`src/rtl/bit_serial_subtractor.sv`:
```
// Bit-serial unsigned subtractor: computes (A-B) mod 2^WIDTH one bit per clock, LSB first,
// through a three-state IDLE/RUN/FIN controller with a registered result and borrow.
module bit_serial_subtractor #(
  parameter int WIDTH = 4
) (
  input  logic             Clk,
  input  logic             Rst_n,
  input  logic [WIDTH-1:0] A,
  input  logic [WIDTH-1:0] B,
  input  logic             En,
  output logic [WIDTH-1:0] Diff,
  output logic             Borrow,
  output logic             Busy,
  output logic             Done
);

  localparam int CW = $clog2(WIDTH);

  localparam logic [1:0] S_IDLE = 2'd0;
  localparam logic [1:0] S_RUN  = 2'd1;
  localparam logic [1:0] S_FIN  = 2'd2;

  logic [1:0]       r_state;
  logic [WIDTH-1:0] r_a;
  logic [WIDTH-1:0] r_b;
  logic [WIDTH-1:0] r_res;
  logic [CW-1:0]    r_cnt;
  logic             r_br;

  logic             w_d;
  logic             w_br_nxt;
  logic [WIDTH-1:0] w_res_nxt;
  logic             w_last;

  // One full-subtractor cell; the new difference bit enters at the MSB so that
  // after WIDTH shifts the result register holds the word in natural order.
  assign w_d       = r_a[0] ^ r_b[0] ^ r_br;
  assign w_br_nxt  = (~r_a[0] & r_b[0]) | (~(r_a[0] ^ r_b[0]) & r_br);
  assign w_res_nxt = {w_d, r_res[WIDTH-1:1]};
  assign w_last    = (r_cnt == CW'(WIDTH - 1));

  always_ff @(posedge Clk or negedge Rst_n) begin
    if (!Rst_n) begin
      r_state <= S_IDLE;
      r_a     <= '0;
      r_b     <= '0;
      r_res   <= '0;
      r_cnt   <= '0;
      r_br    <= 1'b0;
      Diff    <= '0;
      Borrow  <= 1'b0;
    end else begin
      case (r_state)
        S_IDLE: begin
          if (En) begin
            r_a     <= A;
            r_b     <= B;
            r_res   <= '0;
            r_cnt   <= '0;
            r_br    <= 1'b0;
            r_state <= S_RUN;
          end
        end
        S_RUN: begin
          r_a   <= r_a >> 1;
          r_b   <= r_b >> 1;
          r_res <= w_res_nxt;
          r_br  <= w_br_nxt;
          r_cnt <= r_cnt + CW'(1);
          // The final bit is folded in directly so Diff/Borrow update on the last RUN edge.
          if (w_last) begin
            Diff    <= w_res_nxt;
            Borrow  <= w_br_nxt;
            r_state <= S_FIN;
          end
        end
        S_FIN:   r_state <= S_IDLE;
        default: r_state <= S_IDLE;
      endcase
    end
  end

  assign Busy = (r_state == S_RUN) || (r_state == S_FIN);
  assign Done = (r_state == S_FIN);

endmodule
```
`config.mk`:
```
export PLATFORM = sky130hd
export DESIGN_NAME = bit_serial_subtractor
export DESIGN_NICKNAME = d
export VERILOG_FILES = /design/src/rtl/bit_serial_subtractor.sv
export SDC_FILE = /design/constraint.sdc
export NUM_CORES = 1
export LEC_CHECK = 0
export ABC_AREA = 1
export CAP_MARGIN = 20
export CORE_MARGIN = 1.5
export CORE_UTILIZATION = 46
export CTS_CLUSTER_DIAMETER = 30
export DETAILED_ROUTE_END_ITERATION = 10
export PLACE_DENSITY = 0.77
export RECOVER_POWER = 25
export SLEW_MARGIN = 20
export SYNTH_ARGS = -nofsm -noshare
export SYNTH_HDL_FRONTEND = slang
export SYNTH_SLANG_ARGS = --single-unit
```
`constraint.sdc`:
```
create_clock -name Clk -period 1.42 [get_ports Clk]
set_clock_uncertainty 0.1 [all_clocks]
set_input_delay 0.142 -clock Clk [delete_from_list [all_inputs] [get_ports Clk]]
set_output_delay 0.142 -clock Clk [all_outputs]
set_load 0.005 [all_outputs]
```
==> summary.md <==
| Metric | Value |
|---|---|
| Full die area | 2610 um^2 |
| Cell area after placement | 1360 um^2 |
| Commonest cells post-synth | nand2_1, nand3_1, dfrtp_1, inv_1, ha_1 |
| Cells after Synth | 128 |
| HP Class | input port to asynchronous set/reset pin |
| Failing checks | setup timing |
| First-pass GRT wire length | 3.97 mm |
| CTS tree | done |
| Synth top area share | 0.494 |
| Routed WL | 2.44 mm |
| Post-synth EDFFs | 0 |
| Slew Limit Headroom | 0.648 |
| Worst Tran Pin Value | 0.528 ns |
| Root Driver | clkbuf_4 |
| H-tree depth | 1 |
| Yosys Warn Count | 0 |
| Status | finished, violations left |
| Register area share after synthesis | 0.494 |
| Max clock buf depth | 2 |
| Antenna diodes | 0 |
| Async set-reset flop share out of synthesis | 1.00 |
| Ratio of cells with drive above 1 in the final layout | 0.256 |
| P&R area growth vs syn | 43.5% |
| Die X-Extent | 51.1 um |
| Clock Pin Slew Worst Setup and Hold Paths | 0.12 ns |
| CP max FO | 3 |
| Maxcap violations | 0 |
| Final net count | 186 |
| Tcrit/Tclk final | 1.03 |
| Initial antenna violation count | 0 |
| Final Core Density | 0.697 |
| Switching Power | 0.00120 W |
| Seq pwr share | 0.329 |
| Sw Ratio | 0.403 |
| Cts bufs inserted | 3 |
| Lkg Pwr | 0.848 nW |
| Ys flop type | dfrtp_1 |
| P_int | 0.00178 W |
| Worst Path Required | 1.18 ns |
| Yosys top cell by area | dfrtp_1 |
| Mapped Area | 1060 um^2 |
| Starting density of the core | 0.485 |
| WL/cell | 12.4 um |
| Vias | 980 |
| RSZ-0062 raised after global routing | true |
| DRT iter0 DRCs | 21 |
| Data arrival, critical path | 1.22 ns |
| Grt ovf | 0 |
| Syn Nets | 145 |
| GPL Wtd Cong | 0.790 |
| Largest cells by area after synthesis | dfrtp_1, nand2_1, nand3_1 |
| FF+latch count, synth | 21 |
| Post-layout min period | 1.46 ns |
| Number of placement rows | 17 |
| Average size of a mapped cell | 8.31 um^2 |
| Drt drc | 0 |
| Most frequent cell after synthesis | nand2_1 |
| I/O pins | 18 |
| Netlist cell types | 15 |
| Crit Path Class | flip-flop to output pin |
| GRT Total Usage | 0.212 |
| Final Cell Area | 1530 um^2 |
| Clock sink count | 21 |
| Die height | 51.1 um |
| Final Hold Fails | 0 |
| Power per Cell Area | 1950 nW/um^2 |
| Largest net degree at the start of global routing | 22 |
| Setup violators final | 1 |
| Clock group share of total power | 0.103 |
| Final WS setup | -0.0411 ns |
| Clk Latency, worst-skew pair | 0.33 ns |
| Slew Limit Fails | 0 |
| Combinational power share | 0.568 |
| Vias per inst | 5.00 |
| Peak Freq | 684 MHz |
| Dpl hpwl | 1.64 mm |
| Peak VDD IR | 1.35 mV |
| Vias in the first global route | 944 |
| CP startpoint kind | flip-flop |
| Nature of the critical path endpoint | output pin |
| Antenna Nets Post-Route | 0 |
| Hold_buf cts | 0 |
| CORE AREA | 2190 um^2 |
| 1st-pass router iterations | 4 |
| Hold slack | 0.207 ns |
| Port buffer count | 17 |
-- stage by stage --
| stage | power, W | setup TNS [ns] | worst slack, ns | cells |
|---|---|---|---|---|
| finish | 0.00298 | -0.0411 | -0.0411 | 196 |
| global route | 0.00322 | -0.223 | -0.0796 | 196 |
| CTS | 0.00278 | -0.0417 | -0.0326 | 195 |
| detailed placement | 0.00234 | -0.00313 | -0.00163 | 186 |
| global placement | 0.00227 | 0 | 0.0160 | 186 |
| floorplan | 0.00177 | 0 | 0.100 | 128 |
-- layout by cell type (no fill, tap or decap), types with 3 or more instances in the layout --
master,Yosys,layout
ha_1,5,3
buf_4,2,14
dlygate4sd2_1,0,4
clkdlybuf4s50_1,0,9
buf_6,2,8
nand2_1,57,51
nand2_4,1,3
nand3_1,23,23
nand2_2,2,5
inv_1,6,5
clkbuf_4,0,3
dfrtp_1,21,21
-- power groups by stage --
| stage | clock network (W) | registers [W] | logic, W |
|---|---|---|---|
| after floorplan | 0 | 0.000961 | 0.000807 |
| after global placement | 0 | 0.000974 | 0.00129 |
| after detailed placement | 0 | 0.000987 | 0.00135 |
| after CTS | 0.000304 | 0.000969 | 0.00151 |
| after global routing | 0.000329 | 0.00100 | 0.00188 |
| final | 0.000306 | 0.000982 | 0.00169 |
-- final cells by class --
class | instances | area (um^2)
clock buffers | 4 | 26.3
repair buffers | 40 | 368
well taps | 28 | 35.0
flip-flops and latches | 21 | 526
inverters | 8 | 37.5
fillers | 176 | 664
multi-input cells | 95 | 534
-- timing repair --
item / in CTS / in global routing
pin swaps: 0 / 5
resized for setup: 22 / 18
setup endpoints to repair: 9 / 24
hold endpoints to repair: 0 / 0
buffers inserted: 5 / 1
-- kinds of logic after synthesis --
| family | count (synthesis) | synth area share |
|---|---|---|
| compound gates | 1 | 0.00470 |
| simple gates | 88 | 0.360 |
| buf+inv | 12 | 0.0635 |
| flops | 21 | 0.494 |
| fa+ha+maj | 6 | 0.0776 |
-- sequential cells by signal, summed over array words and instances (netlist names) --
signal   cells
r_b          4
Diff         4
r_state      2
Borrow       1
r_a          4
r_res        3
r_br         1
r_cnt        2
-- routing by layer --
layer	GRT usage	vias to the layer above	wire, um
met3	0.0380	5	95
met5	0	-	0
met2	0.344	27	1240
met4	0.162	0	57
met1	0.246	459	1040
li1	-	489	-
-- worst paths after layout --
check / start / to / slack (ns) / cells after the start
worst min-delay path: Rst_n / Borrow$_DFFE_PN0P_ / 0.21 / 2
worst max register to register: r_state[0]$_DFFE_PN0P_ / r_a[1]$_DFFE_PN0P_ / 0.01 / 8
worst min register to register: Diff[0]$_DFFE_PN0P_ / Diff[0]$_DFFE_PN0P_ / 0.39 / 2
max in group asynchronous: Rst_n / Diff[3]$_DFFE_PN0P_ / 0.65 / 2
worst max-delay path: r_state[1]$_DFFE_PN0P_ / Busy / -0.04 / 4
min in group Clk: B[3] / r_b[3]$_DFFE_PN0P_ / 0.26 / 3
-- worst max-delay path: stages, from the launching register on --
cell and delay (ns):
dfrtp_1 0.41, buf_6 0.13, inv_6 0.06, ha_4 0.19, buf_6 0.11
Power figures use the tool's default switching activity.
